$ cat src/rtl/alu_seq.sv
// Registered ALU with a start/done handshake. Single-cycle ops complete in one
// cycle; MUL/MULHU run an LSB-first shift-add multiply over WIDTH cycles.
module alu_seq #(
  parameter int unsigned WIDTH = 32
) (
  input  logic             clk,
  input  logic             rst,
  input  logic             start,
  input  logic [3:0]       ALU_Ctr,
  input  logic [WIDTH-1:0] A,
  input  logic [WIDTH-1:0] B,
  output logic [WIDTH-1:0] res,
  output logic             Co,
  output logic             zero,
  output logic             overflow,
  output logic             busy,
  output logic             done
);

  localparam int unsigned SHW = $clog2(WIDTH);
  localparam int unsigned PW  = 2 * WIDTH;
  localparam int unsigned AW  = WIDTH + 1;

  localparam logic [3:0] OP_AND   = 4'b0000;
  localparam logic [3:0] OP_OR    = 4'b0001;
  localparam logic [3:0] OP_ADD   = 4'b0010;
  localparam logic [3:0] OP_XOR   = 4'b0011;
  localparam logic [3:0] OP_NOR   = 4'b0100;
  localparam logic [3:0] OP_NAND  = 4'b0101;
  localparam logic [3:0] OP_SUB   = 4'b0110;
  localparam logic [3:0] OP_SLTU  = 4'b0111;
  localparam logic [3:0] OP_SLL   = 4'b1000;
  localparam logic [3:0] OP_SRL   = 4'b1001;
  localparam logic [3:0] OP_SRA   = 4'b1010;
  localparam logic [3:0] OP_MUL   = 4'b1011;
  localparam logic [3:0] OP_MULHU = 4'b1100;
  localparam logic [3:0] OP_SLT   = 4'b1101;

  typedef enum logic {IDLE, MUL} state_t;

  state_t           state;
  logic [PW-1:0]    acc;
  logic [PW-1:0]    mcand;
  logic [WIDTH-1:0] mplier;
  logic             mul_hi;
  logic [SHW-1:0]   cnt;

  logic             sub_c;
  logic [WIDTH-1:0] b_add_c;
  logic [WIDTH-1:0] sum_c;
  logic             co_add_c;
  logic             ov_add_c;
  logic [SHW-1:0]   shamt_c;
  logic [WIDTH-1:0] alu_res_c;
  logic             alu_co_c;
  logic             alu_ov_c;
  logic             is_mul_c;
  logic [PW-1:0]    acc_nxt_c;
  logic [WIDTH-1:0] mul_res_c;

  // Shared adder: SUB is A + ~B + 1, so carry-out 1 means no borrow.
  always_comb begin
    sub_c               = (ALU_Ctr == OP_SUB);
    b_add_c             = sub_c ? ~B : B;
    {co_add_c, sum_c}   = {1'b0, A} + {1'b0, b_add_c} + AW'(sub_c);
    ov_add_c            = (A[WIDTH-1] == b_add_c[WIDTH-1]) && (sum_c[WIDTH-1] != A[WIDTH-1]);
    shamt_c             = B[SHW-1:0];
    is_mul_c            = (ALU_Ctr == OP_MUL) || (ALU_Ctr == OP_MULHU);
  end

  // Single-cycle result and flags; reserved opcodes fall through to zero.
  always_comb begin
    alu_res_c = '0;
    alu_co_c  = 1'b0;
    alu_ov_c  = 1'b0;
    case (ALU_Ctr)
      OP_AND:  alu_res_c = A & B;
      OP_OR:   alu_res_c = A | B;
      OP_XOR:  alu_res_c = A ^ B;
      OP_NOR:  alu_res_c = ~(A | B);
      OP_NAND: alu_res_c = ~(A & B);
      OP_ADD, OP_SUB: begin
        alu_res_c = sum_c;
        alu_co_c  = co_add_c;
        alu_ov_c  = ov_add_c;
      end
      OP_SLTU: alu_res_c = WIDTH'(A < B);
      OP_SLT:  alu_res_c = WIDTH'($signed(A) < $signed(B));
      OP_SLL:  alu_res_c = A << shamt_c;
      OP_SRL:  alu_res_c = A >> shamt_c;
      OP_SRA:  alu_res_c = WIDTH'($signed(A) >>> shamt_c);
      default: alu_res_c = '0;
    endcase
  end

  // One shift-add step; the final step's sum is what gets written back.
  always_comb begin
    acc_nxt_c = acc + (mplier[0] ? mcand : '0);
    mul_res_c = mul_hi ? acc_nxt_c[PW-1:WIDTH] : acc_nxt_c[WIDTH-1:0];
  end

  always_ff @(posedge clk) begin
    if (rst) begin
      state    <= IDLE;
      busy     <= 1'b0;
      done     <= 1'b0;
      res      <= '0;
      Co       <= 1'b0;
      overflow <= 1'b0;
      zero     <= 1'b1;
      acc      <= '0;
      mcand    <= '0;
      mplier   <= '0;
      mul_hi   <= 1'b0;
      cnt      <= '0;
    end else begin
      done <= 1'b0;
      case (state)
        IDLE: begin
          if (start) begin
            if (is_mul_c) begin
              mcand  <= PW'(A);
              mplier <= B;
              mul_hi <= (ALU_Ctr == OP_MULHU);
              acc    <= '0;
              cnt    <= '0;
              busy   <= 1'b1;
              state  <= MUL;
            end else begin
              res      <= alu_res_c;
              Co       <= alu_co_c;
              overflow <= alu_ov_c;
              zero     <= (alu_res_c == '0);
              done     <= 1'b1;
            end
          end
        end
        MUL: begin
          acc    <= acc_nxt_c;
          mcand  <= mcand << 1;
          mplier <= mplier >> 1;
          cnt    <= cnt + SHW'(1);
          if (cnt == SHW'(WIDTH - 1)) begin
            res      <= mul_res_c;
            Co       <= 1'b0;
            overflow <= 1'b0;
            zero     <= (mul_res_c == '0);
            done     <= 1'b1;
            busy     <= 1'b0;
            state    <= IDLE;
          end
        end
        default: state <= IDLE;
      endcase
    end
  end

endmodule

$ cat config.mk
export PLATFORM = sky130hd
export DESIGN_NAME = alu_seq
export DESIGN_NICKNAME = d
export VERILOG_FILES = /design/src/rtl/alu_seq.sv
export SDC_FILE = /design/constraint.sdc
export NUM_CORES = 1
export LEC_CHECK = 0
export CAP_MARGIN = 30
export CORE_MARGIN = 2
export CORE_UTILIZATION = 35
export DETAILED_ROUTE_END_ITERATION = 10
export PLACE_DENSITY = 0.51
export SLEW_MARGIN = 40
export SYNTH_ARGS = -nofsm -noshare
export SYNTH_HDL_FRONTEND = slang
export SYNTH_SLANG_ARGS = --single-unit
$ cat constraint.sdc
create_clock -name clk -period 7.4 [get_ports clk]
set_clock_uncertainty 0.15 [all_clocks]
set_input_delay 1.11 -clock clk [delete_from_list [all_inputs] [get_ports clk]]
set_output_delay 1.11 -clock clk [all_outputs]
set_load 0.02 [all_outputs]
==> results.txt, run 1 <==
RSZ-0062 raised after global routing - no
Kind of critical path - in2reg
Top cell type's share of synthesized area - 18.5%
Global-route wire length before repair - 152 mm
Post-synth EDFFs - 0
Slew @ Worst Pin - 0.897 ns
TritonCTS clock tree - yes
Worst EP arrival - 6.34 ns
# IOs - 108
Synth top cells by count - nor2_1 (345), a21oi_1 (249), nand2_1 (244)
# DRC - 0
Leading post-synthesis cells by cell area - dfxtp_1 (19%), ha_1 (11%), mux4_2 (6.2%)
Vias in the first global route - 22400
Fin area - 24900 um2
Share of cells above drive strength 1 - 9.11%
Die W - 255 um
Post-DRT Antenna Nets - 0
WL per Instance - 27.8 um
Yosys cell types - 91
Warnings, synthesis - 0
CTS Sinks - 204
Max Cap Violations - 0
Syn nets - 3142
Global placer's final weighted congestion - 1.01
Setup Slack @ Placement - 0.917 ns
TritonCTS Buffers - 27
Post-Route WL - 104 mm
Synth area leader - dfxtp_1
Crit path max fanout - 24
Total GRT Usage - 31.4%
Setup TNS - 0 ns
Count leader, synth - nor2_1
Die area - 64900 um2
Overflow after GRT - 0
Clk_lat worst skew - 0.61 ns
P_leak - 10.2 nW
Fmax - 168 MHz
Die Height - 255 um
Mapped Cells - 2868
PnR Total Power - 3.74 mW
Required @ worst endpoint - 7.80 ns
Row count - 91
CORE AREA - 61900 um2
Yosys reg bits - 204
Number of DRC markers in iteration 0 - 2376
Worst hold path type - reg2reg
Main synth FF type - dfxtp_1
Critical path's top delay family - simple AND/OR/NAND/NOR gates
Hold Violations, Final - 0
Port bufs - 107
Max VDD drop - 0.000179 V
Syn Area/Cell - 7.68 um2
Initial antenna violation count - 2
Crit path cell chain - clkdlybuf4s50_1, inv_1, or3_1, nor2_4, buf_4, xnor2_1, ha_1, nand3_1, or4_1, a31oi_1, nor3_1, a21boi_0, nor4_1, a211o_1, nand4b_1, nor4_2, a31o_1, a41o_1
Drt pass-1 iters - 8
Post-cts gate resize count - 0
H-tree levels - 1
Root Driver - clkbuf_16
Vias per inst - 6.20
# hold bufs at CTS - 0
Min Tclk post-route - 5.94 ns
Clock transition at path regs - 0.06 ns
Post-DP Area - 23900 um2
Buf/Inv on CP - 3
Post-DP HPWL - 79.3 mm
Initial Util - 35.6%
Nets - 3139
Synth Cell Area - 22000 um2
CTS Buffer Depth - 3
Detailed-route via count - 23100
Max incr delay on CP - 0.57 ns
Period utilization - 80.3%
Worst path slowest cell - or4_1
CP endpoint kind - register
Async SR Flop Fraction - 0%
Startpoint Class - primary input
Status - finished, final reports clean
Cell Pwr Density - 150 nW/um2
Setup bufs post-CTS - 0
Slew HR - 40.2%
Largest net degree at the start of global routing - 148
Post-synthesis sequential area ratio - 18.5%
Synth-to-layout area growth - 13.1%
Final setup margin - 1.46 ns
Setup violations, final - 0
Final number of max-transition violations - 0
## logic make-up after synthesis
logic type	Yosys count	synth area share (%)
simple gates	892	18.6
xor+xnor	109	4.40
mux	191	12.3
fa+ha+maj	203	11.6
flops	204	18.5
buf+inv	344	6.21
compound gates	925	28.4
## per-layer routing
layer | share of wire [%] | wire length (um) | GRT usage [%] | up-vias
li1 | - | - | - | 10600
met1 | 42 | 43600 | 40.5 | 11300
met2 | 47 | 48800 | 53.2 | 984
met3 | 6.5 | 6740 | 3.93 | 204
met4 | 4.4 | 4570 | 12.4 | 2
met5 | 0.015 | 16 | 0 | -
## state kept, by name, indices dropped and copies added, names as in the netlist, 5 cells and up
register	cells
cnt	5
res	32
acc	64
mcand	64
mplier	32
## tightest hold or removal path, cell delays in order (launching register included)
cell and delay, ns:
dfxtp_1 0.32, nand2_1 0.06, nand2_1 0.04
## power by group
| part | switching (mW) | leakage, nW | internal, mW |
|---|---|---|---|
| registers | 0.0239 | 1.65 | 1.13 |
| clock network | 0.606 | 0.472 | 0.852 |
| logic | 0.724 | 8.09 | 0.403 |
| total | 1.35 | 10.2 | 2.38 |
## cells in the final DEF, fill, tap and decap left out, types with 20 or more instances in the layout
master           count
a21oi_1            248
o21ai_0            151
mux2_2              20
buf_4               78
clkbuf_16           28
xnor2_1             76
a211oi_1            38
o31ai_1             20
nor2_1             344
a221oi_1            27
xor2_1              32
clkdlybuf4s50_1    100
and2_1              71
a21o_1              44
o21bai_1            28
a31oi_1             28
mux4_2              61
inv_1              120
a22oi_1             99
nor3_1              40
a22o_1              28
a222oi_1            31
dfxtp_1            202
nand2_1            242
mux2i_1            109
o211ai_1            31
nand3_1             34
ha_1               201
nand4_1             43
## worst paths after layout
| check | cells past startpoint | slack (ns) | to | from |
|---|---|---|---|---|
| setup / recovery | 18 | 1.46 | zero | ALU_Ctr[1] |
| hold / removal | 2 | 0.31 | res[12] | res[12] |
| setup reg to reg | 15 | 1.90 | zero | mplier[0] |
| hold reg to reg | 2 | 0.31 | res[12] | res[12] |
## stage by stage
stage	instances	utilization (%)	hold WS, ns
after CTS	3723	40.2	0.312
final	3724	40.2	0.306
after floorplan	2868	-	0.289
after detailed placement	3673	38.6	0.293
after global routing	3723	40.2	0.331
after global placement	3673	38.6	0.294
## area by class of cell
type	count	area [um2]
Sequential cell	204	4090
Clock inverter	16	193
Multi-Input combinational cell	2320	16600
Clock buffer	34	773
Inverter	125	469
Tap cell	837	1050
Fill cell	6384	37000
Antenna cell	1	2.50
Timing Repair Buffer	187	1680
Power figures use the tool's default switching activity.
==> run 2, diff against run 1 <==
--- a/config.mk
+++ b/config.mk
@@ -9,7 +9,7 @@
 export CORE_MARGIN = 2
 export CORE_UTILIZATION = 35
 export DETAILED_ROUTE_END_ITERATION = 10
-export PLACE_DENSITY = 0.51
+export PLACE_DENSITY = 0.53
 export SLEW_MARGIN = 40
 export SYNTH_ARGS = -nofsm -noshare
 export SYNTH_HDL_FRONTEND = slang
==> constraint.sdc (replaced) <==
create_clock -name clk -period 5.4 [get_ports clk]
set_clock_uncertainty 0.15 [all_clocks]
set_input_delay 0.81 -clock clk [delete_from_list [all_inputs] [get_ports clk]]
set_output_delay 0.81 -clock clk [all_outputs]
set_load 0.02 [all_outputs]
==> results.txt, run 2 (same netlist as run 1, synthesis figures left out) <==
Status - finished, final reports clean (unchanged)
PnR Total Power - 5.27 mW (was 3.74 mW)
Startpoint Class - primary input (unchanged)
Post-cts gate resize count - 0 (unchanged)
Kind of critical path - in2reg (unchanged)
Vias in the first global route - 23600 (was 22400)
Global-route wire length before repair - 155 mm (was 152 mm)
Top Registers - acc (64), mcand (64) (unchanged)
Sequential power share - 30.0% (was 30.9%)
Number of DRC markers in iteration 0 - 2208 (was 2376)
Cell-internal power - 3.44 mW (was 2.38 mW)
Initial Util - 35.6% (unchanged)
Setup violations, final - 0 (unchanged)
Crit path cell chain - clkdlybuf4s50_1, inv_1, or3_1, nor2_4, xnor2_1, inv_1, fa_1, nand3b_1, a21oi_1, o211ai_1, and2_1, a21oi_1, xor2_1, a211o_1, nor4_1, buf_4, nand4_1, nor4_2, a31o_1, a41o_1 (was clkdlybuf4s50_1, inv_1, or3_1, nor2_4, buf_4, xnor2_1, ha_1, nand3_1, or4_1, a31oi_1, nor3_1, a21boi_0, nor4_1, a211o_1, nand4b_1, nor4_2, a31o_1, a41o_1)
Required @ worst endpoint - 5.79 ns (was 7.80 ns)
Net Sw Power - 1.83 mW (was 1.35 mW)
Final hold slack - 0.289 ns (was 0.306 ns)
Initial antenna violation count - 3 (was 2)
Setup TNS - 0 ns (unchanged)
Period utilization - 93.9%
Worst hold path type - reg2reg (unchanged)
Critical path's top delay family - simple AND/OR/NAND/NOR gates (unchanged)
Die area - 64900 um2 (unchanged)
Die Height - 255 um (unchanged)
CTS Sinks - 204 (unchanged)
Post-DP HPWL - 82.6 mm (was 79.3 mm)
Slew @ Worst Pin - 0.878 ns (was 0.897 ns)
Max incr delay on CP - 0.48 ns (was 0.57 ns)
Detailed-route via count - 23800 (was 23100)
Synth-to-layout area growth - 20.0% (was 13.1%)
Clk_lat worst skew - 0.60 ns (was 0.61 ns)
Global placer's final weighted congestion - 0.988 (was 1.01)
Setup bufs post-CTS - 0 (unchanged)
Crit path max fanout - 3 (was 24)
Root Driver - clkbuf_16 (unchanged)
Most common library cell in the layout ignoring fill and taps - nor2_1 (unchanged)
CORE AREA - 61900 um2 (unchanged)
WL per Instance - 26.8 um (was 27.8 um)
Total GRT Usage - 31.9% (was 31.4%)
Share of cells above drive strength 1 - 14.6% (was 9.11%)
Vias per inst - 6.09 (was 6.20)
P_leak - 11.2 nW (was 10.2 nW)
Switching fraction of total power - 34.8% (was 36.2%)
Die W - 255 um (unchanged)
Most frequent cells in the layout - nor2_1 (344), buf_4 (263), a21oi_1 (248) (was nor2_1 (344), a21oi_1 (248), nand2_1 (242))
CP endpoint kind - register (unchanged)
Row count - 91 (unchanged)
Hold Violations, Final - 0 (unchanged)
RSZ-0062 raised after global routing - no (unchanged)
Antenna cell count - 0 (was 1)
Worst EP arrival - 5.46 ns (was 6.34 ns)
Comb power frac - 32.3% (was 30.1%)
Post-Route WL - 105 mm (was 104 mm)
Cell Pwr Density - 199 nW/um2 (was 150 nW/um2)
Final Core Density - 42.7% (was 40.2%)
TritonCTS clock tree - yes (unchanged)
# hold bufs at CTS - 0 (unchanged)
CTS Buffer Depth - 3 (unchanged)
Min Tclk post-route - 5.07 ns
TritonCTS Buffers - 26 (was 27)
H-tree levels - 1 (unchanged)
Worst path slowest cell - clkdlybuf4s50_1 (was or4_1)
Drt pass-1 iters - 9 (was 8)
Max VDD drop - 0.000348 V (was 0.000179 V)
Max Cap Violations - 0 (unchanged)
Port bufs - 107 (unchanged)
# IOs - 108 (unchanged)
Post-DRT Antenna Nets - 0 (unchanged)
# DRC - 0 (unchanged)
Buf/Inv on CP - 4 (was 3)
Clock Power Share - 37.7% (was 39.0%)
Nets - 3330 (was 3139)
Largest net degree at the start of global routing - 106 (was 148)
Slew HR - 41.3% (was 40.2%)
Overflow after GRT - 0 (unchanged)
Clock transition at path regs - 0.06 ns (about the same)
Final number of max-transition violations - 0 (unchanged)
Fmax - 197 MHz
[run 2: cell types whose count changed in the layout (fill, tap and decap cells not counted), moves of 2 or more]
cell / change
buf_12: +8
nand2_1: +2
clkinv_2: -3
a2111oi_0: -2
buf_4: +185
bufinv_16: +2
buf_6: -2
clkbuf_16: -2
nand2_2: -2
clkbuf_8: +2
clkinvlp_4: -2
[run 2: per-stage QoR]
stage | setup slack [ns] | cell area [um2] | std cells
CTS | 0.266 | 26400 | 3911
floorplan | 0.114 | 22000 | 2868
finish | 0.328 | 26400 | 3912
global placement | -0.361 | 25400 | 3864
detailed placement | -0.370 | 25400 | 3864
global route | 0.0342 | 26400 | 3912
[run 2: area by class of cell]
type                            count  area, um2
Clock inverter                     13        219
Fill cell                        6408      35500
Multi-Input combinational cell   2320      16700
Tap cell                          837       1050
Timing Repair Buffer              379       3220
Clock buffer                       34        741
Sequential cell                   204       4090
Inverter                          125        469
[run 2: worst min-delay path, delay by kind of cell, from the launching register on]
family           cells  cell delay [ns]
and+or+nand+nor      2             0.09
DFF                  1             0.31
[run 2: power by group through the flow]
stage,Combinational [mW],Clock [mW],Sequential [mW]
floorplan,0.895,0,1.62
global placement,1.66,0,1.62
detailed placement,1.66,0,1.62
CTS,1.66,2.03,1.59
global route,1.81,2.08,1.59
finish,1.70,1.98,1.58
[run 2: worst paths after layout]
kind                    from      end  slack (ns)  depth (start not counted)
setup / recovery  ALU_Ctr[1]     zero        0.33                         20
hold / removal       res[12]  res[12]        0.29                          2
setup reg to reg   mplier[0]     zero        0.52                         17
hold reg to reg      res[12]  res[12]        0.29                          2
[run 2: per-layer routing]
layer  wire length [um]  GRT usage [%]  vias up  part of all wire, %
met1              43600           40.4    11600                   42
li1                   -              -    11000                    -
met5                 25              0        -                0.024
met2              49000           53.5     1001                   47
met4               5640           15.1        4                  5.4
met3               6610           4.23      249                  6.3
